### src/rtl/vga_sync_gen.sv
// vga_sync_gen
// Generates 640x480@60 Hz VGA timing from the 25 MHz pixel clock. The
// timing is parameterised, so reduced-size instances can be built for
// quick simulation.
//
// Ports:
//   I_CLK      in   1   pixel clock (25 MHz from the divider)
//   rst        in   1   asynchronous reset, active-low
//   hsync      out  1   horizontal sync, asserted level = SYNC_POL
//   vsync      out  1   vertical sync, asserted level = SYNC_POL
//   video_on   out  1   high while the presented pixel is in the visible area
//   pixel_x    out  10  horizontal position, 0..H_TOTAL-1
//   pixel_y    out  10  vertical position, 0..V_TOTAL-1
//   line_end   out  1   one-cycle pulse on the last pixel of each line
//   frame_end  out  1   one-cycle pulse on the last pixel of each frame
//
// Every output is a register that loads a decode of the counter state
// before the edge. All outputs therefore share one cycle of latency and
// stay mutually aligned.
module vga_sync_gen #(
  parameter int unsigned H_ACTIVE = 640,
  parameter int unsigned H_FP     = 16,
  parameter int unsigned H_SYNC   = 96,
  parameter int unsigned H_BP     = 48,
  parameter int unsigned V_ACTIVE = 480,
  parameter int unsigned V_FP     = 10,
  parameter int unsigned V_SYNC   = 2,
  parameter int unsigned V_BP     = 33,
  parameter logic        SYNC_POL = 1'b0
) (
  input  logic       I_CLK,
  input  logic       rst,
  output logic       hsync,
  output logic       vsync,
  output logic       video_on,
  output logic [9:0] pixel_x,
  output logic [9:0] pixel_y,
  output logic       line_end,
  output logic       frame_end
);

  localparam int unsigned H_TOTAL = H_ACTIVE + H_FP + H_SYNC + H_BP;
  localparam int unsigned V_TOTAL = V_ACTIVE + V_FP + V_SYNC + V_BP;

  localparam logic [9:0] H_LAST   = 10'(H_TOTAL - 1);
  localparam logic [9:0] V_LAST   = 10'(V_TOTAL - 1);
  localparam logic [9:0] H_VIS    = 10'(H_ACTIVE);
  localparam logic [9:0] V_VIS    = 10'(V_ACTIVE);
  localparam logic [9:0] HS_FIRST = 10'(H_ACTIVE + H_FP);
  localparam logic [9:0] HS_LAST  = 10'(H_ACTIVE + H_FP + H_SYNC - 1);
  localparam logic [9:0] VS_FIRST = 10'(V_ACTIVE + V_FP);
  localparam logic [9:0] VS_LAST  = 10'(V_ACTIVE + V_FP + V_SYNC - 1);

  logic [9:0] h_cnt;
  logic [9:0] v_cnt;
  logic [9:0] h_next;
  logic [9:0] v_next;
  logic       h_wrap;
  logic       v_wrap;

  // Wrap on ">=" rather than "==" so a counter can never run past the
  // end of its range, even from an unexpected state.
  always_comb begin
    h_wrap = (h_cnt >= H_LAST);
    v_wrap = (v_cnt >= V_LAST);
    h_next = h_wrap ? 10'd0 : h_cnt + 10'd1;
    v_next = v_cnt;
    if (h_wrap) begin
      v_next = v_wrap ? 10'd0 : v_cnt + 10'd1;
    end
  end

  always_ff @(posedge I_CLK or negedge rst) begin
    if (!rst) begin
      h_cnt <= '0;
      v_cnt <= '0;
    end else begin
      h_cnt <= h_next;
      v_cnt <= v_next;
    end
  end

  // The output stage decodes the pre-edge counters. vsync depends only on
  // v_cnt, which changes on the h_cnt wrap, so the new vsync level appears
  // together with pixel_x = 0.
  always_ff @(posedge I_CLK or negedge rst) begin
    if (!rst) begin
      pixel_x   <= '0;
      pixel_y   <= '0;
      video_on  <= 1'b0;
      hsync     <= ~SYNC_POL;
      vsync     <= ~SYNC_POL;
      line_end  <= 1'b0;
      frame_end <= 1'b0;
    end else begin
      pixel_x   <= h_cnt;
      pixel_y   <= v_cnt;
      video_on  <= (h_cnt < H_VIS) && (v_cnt < V_VIS);
      hsync     <= ((h_cnt >= HS_FIRST) && (h_cnt <= HS_LAST)) ? SYNC_POL : ~SYNC_POL;
      vsync     <= ((v_cnt >= VS_FIRST) && (v_cnt <= VS_LAST)) ? SYNC_POL : ~SYNC_POL;
      line_end  <= (h_cnt == H_LAST);
      frame_end <= (h_cnt == H_LAST) && (v_cnt == V_LAST);
    end
  end

endmodule
### config.mk
export PLATFORM = sky130hd
export DESIGN_NAME = vga_sync_gen
export DESIGN_NICKNAME = d
export VERILOG_FILES = /design/src/rtl/vga_sync_gen.sv
export SDC_FILE = /design/constraint.sdc
export NUM_CORES = 1
export LEC_CHECK = 0
export CORE_ASPECT_RATIO = 0.75
export CORE_MARGIN = 1
export CORE_UTILIZATION = 45
export DETAILED_ROUTE_END_ITERATION = 8
export GPL_ROUTABILITY_DRIVEN = 1
export PLACE_DENSITY = 0.66
export SYNTH_ARGS = -nofsm -noshare
export SYNTH_HDL_FRONTEND = slang
export SYNTH_SLANG_ARGS = --single-unit
export TNS_END_PERCENT = 20
### constraint.sdc
create_clock -name I_CLK -period 1.8 [get_ports I_CLK]
set_clock_uncertainty 0.1 [all_clocks]
set_input_delay 0.36 -clock I_CLK [delete_from_list [all_inputs] [get_ports I_CLK]]
set_output_delay 0.36 -clock I_CLK [all_outputs]
set_load 0.01 [all_outputs]
# After elaboration in Yosys (flattened, before gate mapping)
# Cells that the tools add are included.
# word_totals
register_bits,45
input_bits,2
out_inout_bits,25
elab_cells,29
# classes
n_eq_ne,2
magnitude_cmp,8
n_reduce_logical,4
add_sub_neg,2
muxes,4
# ops
operator,n
$ge 10x10->1 const B,3
$add 10x1->10 const B,2
$eq 10x10->1 const B,2
$mux 10,2
$ge 10x9->1 const B,1
$le 10x10->1 const B,1
$le 10x9->1 const B,1
$lt 10x10->1 const B,1
$lt 10x9->1 const B,1
$logic_and 1x1->1,4
$mux 1,2

# Depth between registers and ports, before layout
# logic_depth
word_depth,3
depth_mapped,6
mapped_depth_nobuf,5

# Least setup slack after synthesis
# Ideal clock, no wire load.
# synth_timing
path_kind,reg2reg
startpoint,register h_cnt[0]
endpoint,register v_cnt[8]
setup_time_ns,0.121
arrival_time_ns,1.457
path_stages_with_launch,7
slack_ns,0.122
required_ns,1.579
path_cell_list,dfrtp_1 > ha_1 > nand4_1 > a21oi_1 > buf_4 > o21ai_1 > a22o_2
# synth_via
elab_chain_len,1
# synth_lines
item,line_no,text
start: declaration,54,logic [9:0] h_cnt;
start signal: assignment,78,h_cnt <= h_next;
$ge 10x10->1,64,h_wrap = (h_cnt >= H_LAST);
end signal: assignment,79,v_cnt <= v_next;
end: declaration,55,logic [9:0] v_cnt;
# No other way between the ends.
# A chain may end at the register's enable or synchronous reset.

# Worst setup path in the final report
# layout_timing
startpoint,register v_cnt[8]
endpoint,register v_cnt[8]
# layout_via
elab_chain_len,2
# layout_lines
item,line_no,text
$add 10x1->10 / $ge 10x10->1 (equally long branches),"69, 65",
$mux 10 *,69,v_next = v_wrap ? 10'd0 : v_cnt + 10'd1;
# Every way passes the cells marked *; elsewhere a longest branch is shown, timed or not.

==> results.ini <==
[status]
outcome=complete, no violations

[hold_path]
hp-class=reg -> reg
hp-start=v_cnt[8]$_DFFE_PN0N_

[placed_design]
post-place-cells=229
dpl_cell_area_mm2=0.00216
numPortBuffers=26
hpwl_um=2410
place.gp.congestion=0.867

[setup_path]
path_class=reg -> reg
worstPathRequired_ns=1.93
cp_num_cells=4
crit_end=v_cnt[8]$_DFFE_PN0N_
crit_family=compound AO/OA/AOI/OAI gates
crit_arrival_ns=1.87
startpoint=v_cnt[8]$_DFFE_PN0N_
r2r_end=v_cnt[8]$_DFFE_PN0N_
cpPeakStageDelay_ns=0.56
cp-end-kind=flop
r2r_cells=4
r2r_start=v_cnt[8]$_DFFE_PN0N_
worst_path_max_delay_cell=or4_4
startpoint_type=flop
r2r_setup_slack_ns=0.06
cp_num_buf_inv=0
crit_chain=or4_4, o21a_4, o21ai_1, a22o_2
crit_fanout=8

[sta]
worstMarginPinSlew_ns=0.409
finalCritPeriodShare=0.967
tns_ns=0
setup_violations=0
hold_viol=0
slew_violations=0
fin_crit_ns=1.74
rsz0062_at_grt=false
slew_headroom=0.727
max_freq_mhz=575

[cts]
h-tree-depth=2
cts_root_buffer=clkbuf_8
ctsLongestPathBuffers=2
clock-sinks=45
insertion_delay_ns=0.29
cts_made_buffers=5
cts_tree=yes
clk_pin_slew_ns=0.08

[final_layout]
n_fill_cell=313
areaGrowthSynthToFinish_pct=31.4
fin_area_mm2=0.00232
drive_gt1_frac=0.193
final_cells=239
insertedDiodeCount=0
nNetsFinal=192

[synth]
yosysTopAreaCellShare=0.609
syn_area_mm2=0.00177
ys_async_sr_fraction=1.00
synth_edf_count=0
yosys_warnings=0
yosysTopAreaCell=dfrtp_1
synth_cell_types=34
ys_seq_area_frac=0.639
yosysMostFrequentCell=dfrtp_1
synthTopCellsByCount=43 x dfrtp_1, 15 x nor2_1, 8 x nor3_1, 7 x nand3_1, 5 x o21ai_1
ys_dominant_reg_cell=dfrtp_1
syn_inst=143
syn-num-nets=149
ys_ff_latch=45
syn_area_per_cell_um2=12.4
synth.area.top_cells=dfrtp_1 61%, nor2_1 3.2%, dfstp_2 3.0%

[drt]
vias=1222
wirelength_um=3450
antenna_left=0
drc=0
drt_pass1_iterations=4
via_per_inst=5.11
drt_iter0_drc=94
wire_per_inst_um=14.4

[power_and_ir_drop]
finalPower_w=0.00180
worst_ir_drop_vdd_uv=449
p_leak_nw=1.05
power_density_mw_per_mm2=777

[global_route]
grt_pass1_wl_um=5820
grt.total_usage=0.192
grt_max_degree=20
gr-total-overflow=0
grt_pass1_vias=1181
antenna_found_initial=0

[floorplan]
rows=19
die_h_um=56.3
die_w_um=74.4
start_util=0.476
ios=27
core_area_mm2=0.00371
fp.dieArea_mm2=0.00418

[job]
maxCapViolCount=0

-- area by class of cell --
class                           instances  area, µm²  share of cell area
Inverter                                4       15.0             0.00647
Clock inverter                          1       30.0              0.0129
Sequential cell                        45       1130               0.486
Timing Repair Buffer                   41        379               0.163
Tap cell                               52       65.1              0.0280
Clock buffer                            7       86.3              0.0372
Multi-Input combinational cell         89        617               0.266
-- registers in the layout, indices dropped and copies added (netlist names) --
register   flops
vsync          1
hsync          1
v_cnt         10
pixel_y       10
video_on       1
line_end       1
pixel_x       10
frame_end      1
h_cnt         10
-- power by group --
group          internal, W   total, W  switching (W)
clock             0.000452   0.000770       0.000318
sequential         0.00101    0.00101              0
combinational   0.00000503  0.0000241      0.0000190
total              0.00147    0.00180       0.000337
-- routing by layer --
| metal | routed length (µm) | GRT usage | part of all wire |
|---|---|---|---|
| met3 | 151 | 0.0467 | 0.044 |
| met5 | 0 | 0 | 0 |
| met4 | 67 | 0.0809 | 0.019 |
| met2 | 1550 | 0.266 | 0.45 |
| met1 | 1690 | 0.289 | 0.49 |
-- worst register-to-register path, cell delays in order, from the launching register on --
cell,delay [ns]
dfrtp_1,0.42
or4_4,0.56
o21a_4,0.28
o21ai_1,0.15
a22o_2,0.16
-- kinds of logic after synthesis --
| family | share of synthesized area |
|---|---|
| AND/OR/NAND/NOR | 0.169 |
| flip-flops | 0.639 |
| AO/OA/AOI/OAI | 0.0949 |
| buffers and inverters | 0.0212 |
| XOR/XNOR | 0.0347 |
| adder cells (fa/ha/maj) | 0.0283 |
| multiplexers | 0.0127 |
-- layout by cell type (no fill, tap or decap), drive strengths merged, types with 3 or more instances in the layout --
master         synthesis  routed
a21oi                  3       3
a22o                   6       6
and3                   4       4
buf                    1      15
clkbuf                 4       7
clkdlybuf4s50          0      23
dfrtp                 43      43
ha                     4       4
inv                    4       4
nand2                  4       4
nand3                  7       7
nand4                  4       4
nor2                  16      16
nor3                   8       8
o21ai                  5       5
xnor2                  4       4
xor2                   3       3
-- per-stage QoR --
| stage | worst slack, ns | hold WS, ns | utilization |
|---|---|---|---|
| after floorplan | 0.122 | -0.0356 | - |
| after global placement | 0.125 | 0.208 | 0.583 |
| after detailed placement | 0.0773 | 0.217 | 0.583 |
| after CTS | 0.00380 | 0.330 | 0.617 |
| after global routing | 0.00557 | 0.371 | 0.626 |
| final | 0.0597 | 0.363 | 0.626 |
-- worst min-delay path by stage --
stage	endpoint	slack, ns	cells after the start
CTS	pixel_x[1]$_DFF_PN0_	0.33	0
detailed placement	pixel_y[3]$_DFF_PN0_	0.22	1
global placement	pixel_y[2]$_DFF_PN0_	0.21	1
finish	pixel_y[8]$_DFF_PN0_	0.36	0
floorplan	frame_end$_DFF_PN0_	-0.04	0
global route	pixel_y[8]$_DFF_PN0_	0.37	0
-- repair_timing --
action	in CTS	in global routing
endpoints found under the hold margin	16	0
setup endpoints to repair	0	8
resized for setup	0	6
buffers inserted	0	1
hold buffers	1	0
Note: power is estimated with default switching activity, not from simulation.
